File: config.mk
export PLATFORM = sky130hd
export DESIGN_NAME = ahb_resp_mux
export DESIGN_NICKNAME = d
export VERILOG_FILES = /design/src/rtl/ahb_pkg.sv /design/src/rtl/ahb_def_slv.sv /design/src/rtl/ahb_resp_mux.sv
export SDC_FILE = /design/constraint.sdc
export NUM_CORES = 1
export LEC_CHECK = 0
export ABC_AREA = 1
export CORE_AREA = 2 2 79 81
export CTS_CLUSTER_DIAMETER = 100
export DETAILED_ROUTE_END_ITERATION = 7
export DIE_AREA = 0 0 81 83
export GPL_TIMING_DRIVEN = 0
export PLACE_DENSITY = 0.79
export SYNTH_ARGS = -nofsm -noshare
export SYNTH_HDL_FRONTEND = slang
export SYNTH_SLANG_ARGS = --single-unit
File: constraint.sdc
create_clock -name hclk -period 2 [get_ports hclk]
set_clock_uncertainty 0.05 [all_clocks]
set_input_delay 0.2 -clock hclk [delete_from_list [all_inputs] [get_ports hclk]]
set_output_delay 0.2 -clock hclk [all_outputs]
set_load 0.02 [all_outputs]
File: src/rtl/ahb_pkg.sv
// Shared AHB-Lite encodings: transfer types, response codes and the
// default-slave state type used by the response multiplexer.
package ahb_pkg;

    localparam logic [1:0] HTRANS_IDLE   = 2'b00;
    localparam logic [1:0] HTRANS_BUSY   = 2'b01;
    localparam logic [1:0] HTRANS_NONSEQ = 2'b10;
    localparam logic [1:0] HTRANS_SEQ    = 2'b11;

    localparam logic HRESP_OKAY  = 1'b0;
    localparam logic HRESP_ERROR = 1'b1;

    typedef enum logic [1:0] {
        DS_IDLE = 2'b00,
        DS_ERR1 = 2'b01,
        DS_ERR2 = 2'b10
    } ds_state_e;

endpackage

File: src/rtl/ahb_def_slv.sv
// Default slave: answers active transfers to unmapped addresses with the
// two-cycle AHB ERROR response.
module ahb_def_slv
    import ahb_pkg::*;
(
    input  logic hclk,
    input  logic hreset,
    input  logic start,
    input  logic hready,
    output logic ds_hready,
    output logic ds_hresp,
    output logic ds_active
);

    ds_state_e state_q, state_d;

    always_ff @(posedge hclk or posedge hreset) begin
        if (hreset) begin
            state_q <= DS_IDLE;
        end else begin
            state_q <= state_d;
        end
    end

    always_comb begin
        state_d   = state_q;
        ds_hready = 1'b1;
        ds_hresp  = HRESP_OKAY;
        ds_active = 1'b0;
        unique case (state_q)
            DS_IDLE: begin
                if (start && hready) state_d = DS_ERR1;
            end
            DS_ERR1: begin
                ds_hready = 1'b0;
                ds_hresp  = HRESP_ERROR;
                ds_active = 1'b1;
                state_d   = DS_ERR2;
            end
            DS_ERR2: begin
                ds_hresp  = HRESP_ERROR;
                ds_active = 1'b1;
                // ERR2 drives hready high, so a new unmapped transfer can chain here
                state_d   = (start && hready) ? DS_ERR1 : DS_IDLE;
            end
            default: begin
                state_d = DS_IDLE;
            end
        endcase
    end

endmodule

File: src/rtl/ahb_resp_mux.sv
// AHB-Lite slave response multiplexer: registers the address-phase select
// and routes the selected slave's data-phase response back to the master.
module ahb_resp_mux
    import ahb_pkg::*;
#(
    parameter int unsigned slv_c = 4
) (
    input  logic                   hclk,
    input  logic                   hreset,
    input  logic [slv_c-1:0]       hsel,
    input  logic [1:0]             htrans,
    input  logic [slv_c-1:0][31:0] hrdata_s,
    input  logic [slv_c-1:0]       hresp_s,
    input  logic [slv_c-1:0]       hreadyout_s,
    output logic [31:0]            hrdata,
    output logic                   hresp,
    output logic                   hready
);

    logic [slv_c-1:0] sel_dp_q, sel_dp_d;
    logic [slv_c-1:0] sel_pri;
    logic             ds_start;
    logic             ds_hready, ds_hresp, ds_active;

    always_comb begin
        sel_pri = '0;
        for (int unsigned i = 0; i < slv_c; i++) begin
            if (hsel[i] && (sel_pri == '0)) sel_pri[i] = 1'b1;
        end
    end

    assign ds_start = (hsel == '0) &&
                      ((htrans == HTRANS_NONSEQ) || (htrans == HTRANS_SEQ));
    assign sel_dp_d = hready ? sel_pri : sel_dp_q;

    always_ff @(posedge hclk or posedge hreset) begin
        if (hreset) begin
            sel_dp_q <= '0;
        end else begin
            sel_dp_q <= sel_dp_d;
        end
    end

    ahb_def_slv u_def_slv (
        .hclk      (hclk),
        .hreset    (hreset),
        .start     (ds_start),
        .hready    (hready),
        .ds_hready (ds_hready),
        .ds_hresp  (ds_hresp),
        .ds_active (ds_active)
    );

    // A non-zero sel_dp implies the default slave is idle, so the two never overlap
    always_comb begin
        hrdata = '0;
        hresp  = ds_hresp;
        hready = ds_hready;
        if (!ds_active) begin
            for (int unsigned i = 0; i < slv_c; i++) begin
                if (sel_dp_q[i]) begin
                    hrdata = hrdata_s[i];
                    hresp  = hresp_s[i];
                    hready = hreadyout_s[i];
                end
            end
        end
    end

endmodule

==> results.md, run 1 <==
- Die ar.: 0.00672 sq mm
- Later-pin clock latency in the skew report: 0.23 ns
- Routed length per instance: 15.6 um
- # diodes: 0
- Vias per cell: 5.05
- CORE AREA: 0.00582 sq mm
- Hold Crit Class: primary input to async pin
- Placed Instances: 535
- # setup viols final: 1
- Net count, final: 614
- Crit path launch type: flop
- Max-Cap Viols: 0
- Worst EP arrival: 1.75 ns
- First-pass GRT wire length: 12600 um
- Post-DP Area: 0.00344 sq mm
- Yosys cell types: 19
- Worst Max-Slew Pin Slew: 0.468 ns
- Final Hold Fails: 0
- DIE HEIGHT: 83 um
- Worst-path fanout max: 10
- Status: finished with violations
- Clock Tree Buf Depth: 2
- Final Power: 5260 uW
- Register area share after synthesis: 9.50%
- Number of global-route vias before repair: 2620
- Layout cells sized above 1: 18.8%
- # DRC: 0
- Worst IR Drop VDD: 1.02 mV
- Syn Nets: 432
- Routed Antenna Nets: 0
- Worst Path Required: 1.75 ns
- Syn_area_per_cell: 5.56 sq um
- Initial core utilization: 27.2%
- Post-CTS Hold Fix Bufs: 0
- Post-Syn Area: 0.00158 sq mm
- Worst setup EP type: output port
- #FFs+latches synth: 6
- Die W: 81 um
- Leak Pwr: 0.00146 uW
- Antenna violations before repair: 0
- Fin. max-slew vios: 0
- Setup TNS: -0.00230 ns
- TritonCTS Buffers: 3
- Finished Cell Area: 0.00349 sq mm
- Non-filler cells, final: 539
- Area grow syn2layout: 121%
- Largest net degree at the start of global routing: 11
- Synth Warn #: 0
- DP Wirelength: 6460 um
- Worst setup margin: -0.00230 ns
- Tcrit/Tclk final: 100%
- WS Path Type: flop to output port
- Final worst path period need: 2.00 ns
- IO Port Bufs: 176
- Violated checks: setup timing
- Gpl congestion: 0.835
- I/O pin count: 178
- Gr ovfl total: 0
- Root cell of the clock tree: clkbuf_8
- R2R cell count: 11
- Total number of vias: 2723
- PwrDens: 1510 mW/mm^2
- Std cell rows: 28
- Drt pass-1 iters: 4
- Dpl ws: -0.485 ns
- H-tree levels: 1
- First DRT Iteration DRCs: 98
- RSZ-0062 raised after global routing: true
- CTS tree: built
- F_max: 499 MHz
- Routed WL: 8400 um
- Post-synthesis cell count: 284
- Worst-path clk slew: 0.04 ns
- Total track usage: 22.9%
- Rel. slew slack: 68.8%
- Clock sinks: 6
-- sequential cells by signal (all words and copies together) (netlist names) --
| name | cells |
|---|---|
| sel_dp_q | 4 |
| u_def_slv.state_q | 2 |
-- cells by family after synthesis --
family / synth area share, %
AOI/OAI and AO/OA: 48.8
and+or+nand+nor: 23.8
buffers and inverters: 14.7
DFF: 9.50
adders and majority gates: 3.17
-- final timing paths --
kind,startpoint,to,slack [ns]
worst max register to register,u_def_slv.state_q[1],u_def_slv.state_q[1],0.54
worst min register to register,u_def_slv.state_q[1],u_def_slv.state_q[1],0.52
worst max-delay path,sel_dp_q[2],hrdata[12],-0.002
worst min-delay path,hreset,u_def_slv.state_q[0],0.16
max in group asynchronous,hreset,sel_dp_q[0],1.55
min in group hclk,u_def_slv.state_q[1],u_def_slv.state_q[1],0.52
-- through the flow --
| stage | utilization (%) | hold WS, ns |
|---|---|---|
| 2_1_floorplan | - | -0.0590 |
| 3_3_place_gp | 59.1 | 0.378 |
| 3_5_place_dp | 59.1 | 0.397 |
| 4_1_cts | 60.8 | 0.161 |
| 5_1_grt | 59.9 | 0.190 |
| 6_report | 59.9 | 0.157 |
-- cell usage in the layout (no fill, tap or decap) --
cell             instances
clkbuf_4                 7
nand3_1                  6
and3_1                   1
inv_1                    6
clkbuf_8                 3
buf_2                   25
clkbuf_1                 2
dfrtp_1                  6
clkdlybuf4s50_1        142
ha_1                     2
inv_2                    3
clkbuf_2                10
inv_6                    1
ha_2                     1
buf_6                    9
buf_4                    6
o21ai_1                 30
o21ai_0                  7
o31ai_1                 18
ha_4                     1
nor2_1                  70
a21oi_1                 69
nand2_4                  1
clkdlybuf4s15_2          6
o31ai_2                 14
nand2_1                 17
nand3b_1                 1
-- critical path, stage by stage, from the launching register on --
cell and delay, ns:
dfrtp_1 0.36, buf_6 0.13, buf_6 0.14, buf_6 0.15, o31ai_1 0.26, o21ai_1 0.11
nor2_1 0.10, clkdlybuf4s15_2 0.26
-- area by class of cell --
type                    count  area, sq um
plain buffers              29          224
well taps                  75         93.8
flip-flops and latches      6          150
multi-input cells         238         1290
repair buffers            178         1650
clock buffers               3         41.3
fillers                   586         2330
inverters                  10         42.5
-- power breakdown --
group	switching [uW]	leakage, uW	internal, uW	total, uW
logic	2920	0.00136	1950	4880
registers	27.0	0.0000795	168	195
clock network	54.8	0.0000216	130	184
-- what timing repair did --
item,in CTS,in global routing
cloned,0,0
endpoints found under the setup margin,34,34
gates resized for setup,113,54
pin swaps,1,3
setup buffers,0,2
-- synth_stat cells --
library cell	instances	area, sq um
nand2_1	17	63.8
o21ai_0	7	35.0
nand2_2	1	6.26
dfrtp_1	6	150
inv_2	1	3.75
inv_1	8	30.0
o31ai_1	32	240
a21oi_1	69	345
inv_6	1	8.76
nor2_1	70	263
clkbuf_1	9	33.8
buf_6	7	78.8
ha_1	4	50.1
buf_2	11	55.1
nand3b_1	1	7.51
nand3_1	6	30.0
and3_1	1	6.26
o21ai_1	30	150
buf_4	3	22.5
-- per-layer routing --
metal	GRT usage [%]	vias to the layer above	part of all wire (%)
met5	0	-	0
met4	5.24	0	1.6
met3	5.54	13	10
met2	42.7	130	50
met1	25.5	1223	38
li1	-	1357	-
No activity file was read; power rests on OpenSTA's default activity.
==> run 2, diff against run 1 <==
- CORE_AREA: 2 2 79 81 -> 2 2 83 85
- CTS_CLUSTER_SIZE: not set -> 12
- DIE_AREA: 0 0 81 83 -> 0 0 85 87
- PLACE_DENSITY: 0.79 -> 0.76
- SLEW_MARGIN: not set -> 20
- clock period: 2 -> 1.7 ns (I/O delays scaled with it)
==> run 2 against run 1 <==
  * Worst hold slack worse by 0.049 ns
  * Count of clock-buffer cells in the layout stayed put
  * Utilization is 2.5 points higher
  * Total power is 50% higher
  * The run still ends with setup timing left
  * Highest routed layer unchanged
  * Sequential power is 19% higher
  * Register-to-register slack worse by 0.37 ns
==> results.md, run 2 (synthesized netlist as in run 1, its figures left out) <==
- Root cell of the clock tree: clkbuf_8 (unchanged)
- Std cell rows: 30 (was 28)
- Worst path slowest cell: dfrtp_1 (unchanged)
- Worst setup margin: -0.208 ns (was -0.00230 ns)
- Vias per cell: 5.09 (was 5.05)
- Post-layout util: 62.4% (was 59.9%)
- Worst Path Required: 1.48 ns (was 1.75 ns)
- CTS tree: built (unchanged)
- Fin. max-slew vios: 0 (unchanged)
- Min Hold Slack: 0.107 ns (was 0.157 ns)
- IO Port Bufs: 176 (unchanged)
- Max-Cap Viols: 0 (unchanged)
- Largest registers: sel_dp_q (4), u_def_slv.state_q (2) (unchanged)
- Largest net degree at the start of global routing: 11 (unchanged)
- # diodes: 0 (unchanged)
- Later-pin clock latency in the skew report: 0.23 ns (about the same)
- Busiest grt layer: met2 (unchanged)
- Finished Cell Area: 0.00410 sq mm (was 0.00349 sq mm)
- PwrDens: 1930 mW/mm^2 (was 1510 mW/mm^2)
- WS Path Type: flop to output port (unchanged)
- I/O pin count: 178 (unchanged)
- Total track usage: 21.3% (was 22.9%)
- Placed Instances: 540 (was 535)
- Routed length per instance: 16.5 um (was 15.6 um)
- Clock sinks: 6 (unchanged)
- Violated checks: setup timing (unchanged)
- Net count, final: 624 (was 614)
- Clock Tree Buf Depth: 2 (unchanged)
- Routed WL: 9140 um (was 8400 um)
- Commonest non-fill, non-tap cell in the layout: clkdlybuf4s50_1 (unchanged)
- Routed Antenna Nets: 0 (unchanged)
- DIE HEIGHT: 87 um (was 83 um)
- Max reg flops: 4 (unchanged)
- Cell family with most CP delay: buffers and inverters (unchanged)
- WP buf/inv: 3 (was 4)
- Most used cell, CP: buf_4 (was buf_6)
- # DRC: 0 (unchanged)
- Drt pass-1 iters: 4 (unchanged)
- Number of global-route vias before repair: 2691 (was 2620)
- Layout cells sized above 1: 31.4% (was 18.8%)
- Initial core utilization: 24.1% (was 27.2%)
- Total number of vias: 2822 (was 2723)
- Status: finished with violations (unchanged)
- RSZ-0062 raised after global routing: true (unchanged)
- Crit path launch type: flop (unchanged)
- First DRT Iteration DRCs: 84 (was 98)
- Final Hold Fails: 0 (unchanged)
- H-tree levels: 1 (unchanged)
- Worst-path clk slew: 0.04 ns (about the same)
- F_max: 524 MHz
- Met2 Use GR: 39.3% (was 42.7%)
- Biggest register: sel_dp_q (unchanged)
- First-pass GRT wire length: 12900 um (was 12600 um)
- CP cell instances: buf_2, buf_4, a21oi_2, o31ai_4, o21ai_1, nor2_1, buf_4 (was buf_6, buf_6, buf_6, o31ai_1, o21ai_1, nor2_1, clkdlybuf4s15_2)
- Tcrit/Tclk final: 112%
- Area grow syn2layout: 159% (was 121%)
- Gr ovfl total: 0 (unchanged)
- Die W: 85 um (was 81 um)
- Fillcell total: 622 (was 586)
- Worst Max-Slew Pin Slew: 0.332 ns (was 0.468 ns)
- Rel. slew slack: 77.9% (was 68.8%)
- Worst IR Drop VDD: 1.41 mV (was 1.02 mV)
- TritonCTS Buffers: 3 (unchanged)
- Worst setup EP type: output port (unchanged)
- Antenna violations before repair: 0 (unchanged)
- # setup viols final: 34 (was 1)
- Gpl congestion: 0.882 (was 0.835)
- Die ar.: 0.00740 sq mm (was 0.00672 sq mm)
- Grt met1 use: 25.9% (was 25.5%)
- Leak Pwr: 0.00164 uW (was 0.00146 uW)
- Met3 usage: 3.22% (was 5.54%)
- CORE AREA: 0.00657 sq mm (was 0.00582 sq mm)
- DP Wirelength: 6160 um (was 6460 um)
- Non-filler cells, final: 554 (was 539)
- Final worst path period need: 1.91 ns
- Worst-path fanout max: 10 (unchanged)
- Worst EP arrival: 1.69 ns (was 1.75 ns)
- Hold Crit Class: primary input to async pin (unchanged)
- Post-DP Area: 0.00344 sq mm (about the same)
- Commonest non-fill, non-tap cells in the layout: 142 x clkdlybuf4s50_1, 55 x nor2_1, 50 x a21oi_1 (was 142 x clkdlybuf4s50_1, 70 x nor2_1, 69 x a21oi_1)
- Largest stage delay, worst path: 0.32 ns (was 0.36 ns)
- Dpl ws: -0.716 ns (was -0.485 ns)
## run 2: cell type report
cell class	count	area, sq um	area share [%]
inverter	10	50.0	1.22
buffer	29	283	6.90
clock buffer	3	41.3	1.01
sequential	6	150	3.66
tap	80	100	2.44
timing repair buffer	188	1830	44.5
multi-input combinational	238	1650	40.2
## run 2: stage by stage
step                      setup TNS, ns  power, uW
after floorplan                       0       3740
after global placement           -21.56       6230
after detailed placement         -22.76       6240
after CTS                         -3.59       7110
after global routing              -6.71       8470
final                             -3.52       7900
## run 2: final timing paths
check,start,endpoint,slack [ns],cells after the start
min reg2reg,u_def_slv.state_q[0],u_def_slv.state_q[0],0.54,2
min,hreset,u_def_slv.state_q[0],0.11,2
max,sel_dp_q[3],hrdata[12],-0.21,7
max reg2reg,sel_dp_q[1],sel_dp_q[2],0.17,11
min in group hclk,hsel[0],sel_dp_q[0],0.51,3
max in group asynchronous,hreset,sel_dp_q[2],1.31,2
## run 2: repair_timing
| item | 4_1_cts | 5_1_grt |
|---|---|---|
| setup buffers | 7 | 2 |
| gates resized for setup | 244 | 64 |
| cloned | 2 | 1 |
| endpoints found under the setup margin | 40 | 34 |
| pin swaps | 18 | 28 |
| hold buffers | 0 | 0 |
## run 2: metal layers
| metal | up-vias | share of wire [%] |
|---|---|---|
| met5 | - | 0 |
| met2 | 135 | 52 |
| met1 | 1296 | 40 |
| li1 | 1380 | - |
| met4 | 0 | 0.95 |
| met3 | 11 | 7.4 |
## run 2: power breakdown
| part | switching, uW | leakage (uW) | internal, uW |
|---|---|---|---|
| Combinational | 4050 | 0.00154 | 3400 |
| Sequential | 33.9 | 0.0000795 | 198 |
| Clock | 67.6 | 0.0000216 | 153 |
==> run 3, diff against run 2 <==
- CELL_PAD_IN_SITES_DETAIL_PLACEMENT: not set -> 1
- CELL_PAD_IN_SITES_GLOBAL_PLACEMENT: not set -> 2
- CORE_AREA: 2 2 83 85 -> 2 2 129 131
- DIE_AREA: 0 0 85 87 -> 0 0 131 133
- PLACE_DENSITY: 0.76 -> not set
- PLACE_DENSITY_LB_ADDON: not set -> 0.1
==> run 3 against run 2 <==
  * First-iteration DRC count decreased by 48%
  * Sequential power is 6% higher
  * Setup slack improved by 0.064 ns
  * Wire length is 28% higher
  * Critical path type unchanged
  * The run still ends with setup timing left
  * Total power rose by 11%
  * Largest power group unchanged
  * Via count about the same
  * Critical endpoint is now hrdata[11]
  * Highest routed layer unchanged
  * Worst hold slack improved by 0.0058 ns
  * Critical path depth unchanged
==> results.md, run 3 (synthesized netlist as in run 1, its figures left out) <==
- Worst Path Required: 1.48 ns (about the same)
- Sequential power share: 2.8% (was 2.9%)
- # DRC: 0 (unchanged)
- R2R cell count: 9 (was 11)
- Most used cell, CP: buf_12 (was buf_4)
- Layout cells sized above 1: 32.3% (was 31.4%)
- I/O pin count: 178 (unchanged)
- Biggest register: sel_dp_q (unchanged)
- CORE AREA: 0.0162 sq mm (was 0.00657 sq mm)
- Combinational share of power: 92.8% (was 94.3%)
- Sw Pwr: 4440 uW (was 4150 uW)
- Cell family with most CP delay: buffers and inverters (unchanged)
- Worst path slowest cell: dfrtp_1 (unchanged)
- CP Depth: 7 (unchanged)
- Critical path launch point: sel_dp_q[2] (was sel_dp_q[3])
- Worst r2r src: u_def_slv.state_q[0] (was sel_dp_q[1])
- Commonest non-fill, non-tap cell in the layout: clkdlybuf4s50_1 (unchanged)
- Std cell rows: 47 (was 30)
- Sequential cell area: 151 sq um (was 150 sq um)
- Area grow syn2layout: 184% (was 159%)
- # diodes: 0 (unchanged)
- Area occupied by multi-input gates: 0.00172 sq mm (was 0.00165 sq mm)
- First DRT Iteration DRCs: 44 (was 84)
- Rel. slew slack: 78.1% (was 77.9%)
- Switching Share: 50.8% (was 52.5%)
- Worst EP arrival: 1.62 ns (was 1.69 ns)
- Min Hold Slack: 0.113 ns (was 0.107 ns)
- IO Port Bufs: 176 (unchanged)
- Max-Cap Viols: 0 (unchanged)
- # setup viols final: 33 (was 34)
- Worst-path fanout max: 7 (was 10)
- Routed Antenna Nets: 0 (unchanged)
- Net count, final: 627 (was 624)
- Clock sinks: 6 (unchanged)
- TritonCTS Buffers: 3 (unchanged)
- Leak Pwr: 0.00171 uW (was 0.00164 uW)
- Clock group share of total power: 4.4% (was 2.8%)
- Final Hold Fails: 0 (unchanged)
- Max reg flops: 4 (unchanged)
- Crit path to: hrdata[11] (was hrdata[12])
- Gr ovfl total: 0 (unchanged)
- Tcrit/Tclk final: 108% (was 112%)
- Root cell of the clock tree: clkbuf_16 (was clkbuf_8)
- Power Internal: 4300 uW (was 3750 uW)
- Largest stage delay, worst path: 0.36 ns (was 0.32 ns)
- Drt pass-1 iters: 4 (unchanged)
- Worst Max-Slew Pin Slew: 0.329 ns (was 0.332 ns)
- Later-pin clock latency in the skew report: 0.23 ns (about the same)
- Final Power: 8740 uW (was 7900 uW)
- Status: finished with violations (unchanged)
- Crit path launch type: flop (unchanged)
- PwrDens: 1950 mW/mm^2 (was 1930 mW/mm^2)
- DP Wirelength: 8820 um (was 6160 um)
- Die W: 131 um (was 85 um)
- Number of global-route vias before repair: 2989 (was 2691)
- CTS tree: built (unchanged)
- First-pass GRT wire length: 17000 um (was 12900 um)
- Final worst path period need: 1.84 ns (was 1.91 ns)
- Worst IR Drop VDD: 0.719 mV (was 1.41 mV)
- Largest net degree at the start of global routing: 11 (unchanged)
- Flop2flop setup slack: 0.09 ns (was 0.17 ns)
- Total track usage: 12.6% (was 21.3%)
- Gpl congestion: 0.702 (was 0.882)
- Commonest non-fill, non-tap cells in the layout: 142 x clkdlybuf4s50_1, 62 x nor2_1, 46 x buf_4 (was 142 x clkdlybuf4s50_1, 55 x nor2_1, 50 x a21oi_1)
- RSZ-0062 raised after global routing: true (unchanged)
- Clock Tree Buf Depth: 2 (unchanged)
- FF-to-FF End: sel_dp_q[2] (unchanged)
- Worst-path clk slew: 0.04 ns (about the same)
- Worst setup margin: -0.143 ns (was -0.208 ns)
- Violated checks: setup timing (unchanged)
- Die ar.: 0.0174 sq mm (was 0.00740 sq mm)
- Routed length per instance: 16.8 um (was 16.5 um)
- Worst setup EP type: output port (unchanged)
- Initial core utilization: 9.77% (was 24.1%)
- WP buf/inv: 4 (was 3)
- Routed WL: 11700 um (was 9140 um)
- Largest registers: sel_dp_q (4), u_def_slv.state_q (2) (unchanged)
- Vias per cell: 4.05 (was 5.09)
- Antenna violations before repair: 0 (unchanged)
- WS Path Type: flop to output port (unchanged)
- CP cell instances: buf_6, buf_12, buf_12, o31ai_4, o21ai_1, nor2_1, buf_4 (was buf_2, buf_4, a21oi_2, o31ai_4, o21ai_1, nor2_1, buf_4)
- Total number of vias: 2824 (was 2822)
- Fin. max-slew vios: 0 (unchanged)
- Hold Crit Class: primary input to async pin (unchanged)
- Fillcell total: 1914 (was 622)
- DIE HEIGHT: 133 um (was 87 um)
- H-tree levels: 1 (unchanged)
- F_max: 542 MHz (was 524 MHz)
run 3: changes by cell type in the layout (fill, tap and decap cells not counted), moves of 3 or more:
cell | previous run | this run
a21oi_1 | 50 | 44
a21oi_2 | 16 | 19
a21oi_4 | 3 | 6
buf_2 | 5 | 1
buf_6 | 9 | 13
clkbuf_16 | 1 | 5
clkbuf_2 | 6 | 3
nor2_1 | 55 | 62
nor2_2 | 9 | 6
nor2_4 | 6 | 2
o21ai_0 | 6 | 2
o21ai_1 | 31 | 35
o31ai_2 | 14 | 9
o31ai_4 | 14 | 20
run 3: stage by stage:
stage / util [%] / std cells / worst slack (ns) / cell area [sq um] / setup TNS [ns]
after floorplan: - / 284 / 0.0908 / 1580 / 0
after global placement: 22.4 / 680 / -0.991 / 3620 / -31.01
after detailed placement: 22.4 / 680 / -0.973 / 3620 / -31.26
after CTS: 25.7 / 690 / -0.177 / 4150 / -4.29
after global routing: 27.7 / 697 / -0.228 / 4480 / -6.13
final: 27.7 / 697 / -0.143 / 4480 / -3.42
run 3: power groups by stage:
stage          Sequential (uW)  Combinational, uW  Clock [uW]
4_1_cts                    234               7540         391
3_5_place_dp               235               6360           0
2_1_floorplan              224               3520           0
5_1_grt                    253               8790         395
6_report                   245               8110         387
3_3_place_gp               232               6320           0
run 3: worst register-to-register path, stage by stage (launching register included):
cell	delay, ns
dfrtp_2	0.42
inv_2	0.07
ha_4	0.37
a21oi_2	0.05
nand2_2	0.10
nand2_4	0.06
buf_4	0.13
buf_6	0.12
nand2_1	0.05
o21ai_0	0.07
run 3: layout make-up:
class | instances | area share [%]
Timing Repair Buffer | 191 | 41.5
Multi-Input combinational cell | 238 | 38.4
Buffer | 29 | 7.73
Tap cell | 220 | 6.14
Sequential cell | 6 | 3.38
Clock buffer | 3 | 1.68
Inverter | 10 | 1.17
run 3: how the worst min path moves through the flow:
stage / to / startpoint / slack [ns] / depth (start not counted)
after floorplan: sel_dp_q[0] / hreset / -0.09 / 1
after global placement: u_def_slv.state_q[0] / hreset / 0.36 / 2
after detailed placement: u_def_slv.state_q[1] / hreset / 0.37 / 2
after CTS: u_def_slv.state_q[0] / hreset / 0.13 / 2
after global routing: u_def_slv.state_q[1] / hreset / 0.15 / 2
final: u_def_slv.state_q[0] / hreset / 0.11 / 2
run 3: timing repair:
item                       CTS  global route
pin swaps                   29            13
resized for setup          279            62
buffers inserted             7             5
hold buffers                 0             0
cloned                       1             2
setup endpoints to repair   40            34
run 3: layer usage:
layer,wire (um),GRT usage (%),part of all wire [%],vias up
met5,0,0,0,-
li1,-,-,-,1388
met2,5670,21.8,48,102
met4,63,1.18,0.54,0
met3,740,1.94,6.3,4
met1,5250,17.0,45,1330
